**config.mk**
```make
export PLATFORM = sky130hd
export DESIGN_NAME = rtc_bus_sequencer
export DESIGN_NICKNAME = d
export VERILOG_FILES = /design/src/rtl/rtc_bus_sequencer.sv
export SDC_FILE = /design/constraint.sdc
export NUM_CORES = 1
export LEC_CHECK = 0
export ABC_AREA = 1
export CORE_UTILIZATION = 40
export CTS_CLUSTER_SIZE = 16
export DETAILED_ROUTE_END_ITERATION = 8
export PLACE_DENSITY_LB_ADDON = 0.3
export SLEW_MARGIN = 20
export SYNTH_ARGS = -nofsm -noshare
export SYNTH_HDL_FRONTEND = slang
export SYNTH_SLANG_ARGS = --single-unit
export TNS_END_PERCENT = 10
```
**constraint.sdc**
```tcl
create_clock -name clock -period 1.5 [get_ports clock]
set_input_delay 0.45 -clock clock [delete_from_list [all_inputs] [get_ports clock]]
set_output_delay 0.45 -clock clock [all_outputs]
set_load 0.005 [all_outputs]
```
**src/rtl/rtc_bus_sequencer.sv**
```systemverilog
// rtc_bus_sequencer: address/data phase cycle generator for the RTC multiplexed bus.
// Define RTC_WRITE_VERIFY_EN to read back every write and flag mismatches on wr_err.
module rtc_bus_sequencer #(
   parameter int unsigned T_SETUP = 2,
   parameter int unsigned T_PULSE = 7,
   parameter int unsigned T_HOLD  = 2,
   parameter int unsigned T_GAP   = 4
) (
   input  logic       clock,
   input  logic       reset,
   input  logic       win,
   input  logic       rin,
   input  logic [7:0] address,
   input  logic [7:0] data_w,
   input  logic [7:0] ad_in,
   output logic [7:0] ad_out,
   output logic       ad_oe,
   output logic       cs_n,
   output logic       a_d_n,
   output logic       wr_n,
   output logic       rd_n,
   output logic [7:0] data_r,
   output logic       donew,
   output logic       doner,
   output logic       busy,
   output logic       wr_err
);
   localparam logic [3:0] IDLE = 4'd0, AS = 4'd1, AP = 4'd2, AH = 4'd3, G1 = 4'd4;
   localparam logic [3:0] DS = 4'd5, DP = 4'd6, DH = 4'd7, DONE = 4'd8, REC = 4'd9;
`ifdef RTC_WRITE_VERIFY_EN
   localparam logic [3:0] VG = 4'd10;
`endif
   localparam logic [3:0] C_S = 4'(T_SETUP - 1);
   localparam logic [3:0] C_P = 4'(T_PULSE - 1);
   localparam logic [3:0] C_H = 4'(T_HOLD - 1);
   localparam logic [3:0] C_G = 4'(T_GAP - 1);
   logic [3:0] st, ns, cnt, nc;
   logic [7:0] addr_l, data_l, na, nd;
   logic       rd, nrd, vfy, nvfy, last, aph, cs_on, oe_nx;
`ifndef RTC_WRITE_VERIFY_EN
   assign vfy    = 1'b0;
   assign wr_err = 1'b0;
`endif
   assign last = cnt == 4'd0;
   always_comb begin
      ns   = st;
      nc   = cnt - 4'd1;
      nrd  = rd;
      nvfy = vfy;
      na   = addr_l;
      nd   = data_l;
      case (st)
         IDLE: if (win | rin) begin
            ns   = AS;
            nc   = C_S;
            nrd  = ~win;
            nvfy = 1'b0;
            na   = address;
            nd   = data_w;
         end
         AS: if (last) begin ns = AP; nc = C_P; end
         AP: if (last) begin ns = AH; nc = C_H; end
         AH: if (last) begin ns = G1; nc = C_G; end
         G1: if (last) begin ns = DS; nc = C_S; end
`ifdef RTC_WRITE_VERIFY_EN
         VG: if (last) begin ns = AS; nc = C_S; end
`endif
         DS: if (last) begin ns = DP; nc = C_P; end
         DP: if (last) begin ns = DH; nc = C_H; end
         DH: if (last) begin
`ifdef RTC_WRITE_VERIFY_EN
            // a finished write data phase turns into a read-back of the same address
            if (!rd) begin ns = VG; nc = C_G; nrd = 1'b1; nvfy = 1'b1; end else
`endif
            begin ns = DONE; nc = 4'd0; end
         end
         DONE: begin ns = REC; nc = C_G; end
         REC: if (last) ns = IDLE;
         default: ns = IDLE;
      endcase
   end
   assign aph   = ns inside {AS, AP, AH};
   assign cs_on = aph | (ns inside {DS, DP, DH});
   assign oe_nx = aph | (!nrd & (ns inside {G1, DS, DP, DH}));
   always_ff @(posedge clock or posedge reset) begin
      if (reset) begin
         st     <= IDLE;
         cnt    <= 4'd0;
         addr_l <= 8'h00;
         data_l <= 8'h00;
         rd     <= 1'b0;
         ad_out <= 8'h00;
         ad_oe  <= 1'b0;
         cs_n   <= 1'b1;
         a_d_n  <= 1'b1;
         wr_n   <= 1'b1;
         rd_n   <= 1'b1;
         data_r <= 8'h00;
         donew  <= 1'b0;
         doner  <= 1'b0;
         busy   <= 1'b0;
`ifdef RTC_WRITE_VERIFY_EN
         vfy    <= 1'b0;
         wr_err <= 1'b0;
`endif
      end else begin
         st     <= ns;
         cnt    <= nc;
         addr_l <= na;
         data_l <= nd;
         rd     <= nrd;
         ad_out <= oe_nx ? (aph ? na : nd) : 8'h00;
         ad_oe  <= oe_nx;
         cs_n   <= ~cs_on;
         a_d_n  <= ~aph;
         wr_n   <= ~((ns == AP) | ((ns == DP) & !nrd));
         rd_n   <= ~((ns == DP) & nrd);
         donew  <= (ns == DONE) & (!nrd | nvfy);
         doner  <= (ns == DONE) & nrd & !nvfy;
         busy   <= ns != IDLE;
`ifdef RTC_WRITE_VERIFY_EN
         vfy    <= nvfy;
`endif
         if (st == DP && last && rd)
`ifdef RTC_WRITE_VERIFY_EN
            if (vfy) wr_err <= ad_in != data_l; else
`endif
            data_r <= ad_in;
      end
   end
endmodule

```
==> impl_metrics.yaml <==
outcome:
  outcome: "completed"
logic_synthesis:
  ys_seq_area_share_pct: 52.7
  synth.area.top_cells: "dfrtp_1, nand2_1, nand2_2"
  yosysWarnings: 0
  synth-edff-count: 0
  syn_inst: 234
  synth_area_sq_um: 2330
  ys_ff_latch: 49
  synthArstFlopShare_pct: 100
  yosysMostFrequentCell: "nand2_1"
  synth_common_cells: "nand2_1, dfrtp_1, nand2_2, inv_1, nand3_2"
  synth-main-ff-cell: "dfrtp_1"
  synth_top_area_share_pct: 48.2
  synth_cell_types: 30
  yosysTopAreaCell: "dfrtp_1"
  avgSynthCellArea_sq_um: 9.98
  syn_nets: 263
clock_tree:
  clockBufferDepth: 2
  htree_num_levels: 2
  clk_pin_slew_worst_paths_ps: 90
  cts_tree: "built"
  clkLatencyLatePin_ps: 300
  cts_made_buffers: 5
  ctsRootBufferMaster: "clkbuf_8"
  cts.sinks: 49
timing:
  skew_ps: 6.80
  finalCriticalPeriod_ps: 1490
  slew_violations: 0
  finalHoldViolCount: 0
  maxClockFrequency_mhz: 673
  finalWorstSetupSlack_ps: 13.9
  setup_viol_count_final: 0
  final.setup.tns_ps: 0
  grt_setup_unrepaired: "yes"
  period_share_pct: 99.1
routing:
  dr.pass1.iters: 4
  drtIter0Drc: 93
  drc: 0
  vias: 1875
  ant_nets: 0
  drt-total-wl_mm: 5.22
  wire_per_inst_microns: 13.3
  vias_per_cell: 4.76
power:
  p_sw_share_pct: 40.7
  ir_drop_mv: 1.06
  p_seq_share_pct: 32.8
  power_density_nw_per_um2: 1970
  cellLeakagePower_nw: 1.72
  p_switching_mw: 2.70
  pwr-share-clk_pct: 11.8
  power_mw: 6.62
  intPower_mw: 3.93
  p_comb_share_pct: 55.4
placed_design:
  globalplace.congestion: 0.869
  preCtsSetupSlack_ps: -322
  portBuffers: 51
  hpwl_mm: 3.66
  dp.cells: 378
grt:
  grt_pass1_vias: 1794
  grt_max_degree: 25
  grt_pass1_wl_mm: 8.34
  overflow: 0
  grt_usage_pct: 17.6
  antenna_found_initial: 0
layout:
  syn2layout_area_growth_pct: 44.1
  nets: 350
  layout-drive-gt1-share_pct: 38.5
  antenna_cells: 0
  finalNonFillerCells: 394
setup_path:
  critPathKind: "reg -> reg"
  worst-path-max-fanout: 5
  critPathArrivalTime_ps: 1680
  cp-end-kind: "register"
  startpoint_type: "register"
  cp.required_ps: 1690
floorplan:
  die-area_sq_um: 6150
  die_h_microns: 78.4
  core_sq_um: 5570
  rows: 27
  pin_count: 53
  initial_core_util_pct: 41.9
  die_x_microns: 78.4
worst_hold_path:
  hold_class: "in -> async"
flow_run:
  maxCapViolCount: 0
## timing repair
item / CTS / global route
pin swaps: 2 / 7
endpoints found under the setup margin: 45 / 23
resized for setup: 34 / 24
hold buffers: 0 / 0
cloned: 0 / 1
buffers inserted: 0 / 7
## cells by family after synthesis
family	Yosys count	synth area share (%)
flip-flops	49	52.7
AO/OA/AOI/OAI	12	3.11
AND/OR/NAND/NOR	136	32.6
other	1	0.161
adder cells (fa/ha/maj)	1	0.536
multiplexers	8	3.86
XOR/XNOR	2	0.750
buffers and inverters	25	6.27
## cell usage in the layout, fill, tap and decap left out, types with 2 or more instances in the layout
cell,n
nand2_4,3
dfstp_2,4
clkbuf_2,3
buf_12,7
a21oi_1,4
inv_2,8
dfrtp_2,2
dlymetal6s2s_1,2
nand2_2,28
nand3_1,7
nor2_4,5
o21ai_0,5
inv_1,8
clkbuf_8,5
nand3_2,14
mux2_4,5
dfrtp_1,43
nor2_1,9
buf_6,2
buf_4,25
nand4_1,9
clkdlybuf4s50_1,25
mux2_2,3
nand2_1,58
xnor2_1,2
dlygate4sd2_1,20
## sequential cells by signal (all words and copies together) (netlist names), 4 cells and up
register  cells
ad_out        8
addr_l        8
cnt           4
data_l        8
data_r        8
st            4
## cell type report
cell class	instances	area (sq um)
clock buffer	6	72.6
fill	498	2210
timing repair buffer	86	851
sequential	49	1230
inverter	19	85.1
tap	72	90.1
multi-input combinational	160	1020
clock inverter	2	13.8
## power groups by stage
stage	combinational, mW	sequential, mW	clock [mW]
2_1_floorplan	2.16	2.16	0
3_3_place_gp	3.39	2.19	0
3_5_place_dp	3.44	2.19	0
4_1_cts	3.41	2.17	0.816
5_1_grt	4.07	2.23	0.868
6_report	3.67	2.17	0.781
## worst paths after layout
| path | start | slack (ps) | to | cells past startpoint |
|---|---|---|---|---|
| worst max-delay path | st[3] | 10 | ad_out[4] | 7 |
| max in group asynchronous | reset | 650 | a_d_n | 3 |
| worst min-delay path | reset | 420 | cnt[0] | 2 |
| worst min register to register | addr_l[0] | 490 | addr_l[0] | 2 |
| worst max register to register | st[3] | 10 | ad_out[4] | 7 |
| min in group clock | addr_l[0] | 490 | addr_l[0] | 2 |
## worst max-delay path: stages, from the launching register on
cell	delay, ps
dfrtp_1	450
nor2_4	220
nand2_4	120
nor2_8	150
o22ai_2	120
buf_4	180
nand3_2	70
nand2_1	60
## stage by stage
stage	util (%)	hold WS [ps]	instance area, sq um
3_3_place_gp	56.2	462	3130
6_report	60.4	416	3360
5_1_grt	60.4	419	3360
4_1_cts	57.8	417	3220
2_1_floorplan	-	445	2340
3_5_place_dp	56.2	471	3130
## layer usage
metal / track usage (%) / vias to the layer above / routed length [microns] / share of wire [%]
met2: 29.1 / 55 / 2490 / 48
met3: 4.19 / 8 / 268 / 5.1
met4: 4.26 / 0 / 81 / 1.6
met1: 23.1 / 885 / 2380 / 46
li1: - / 927 / - / -
met5: 0 / - / 0 / 0
Power figures use the tool's default switching activity.
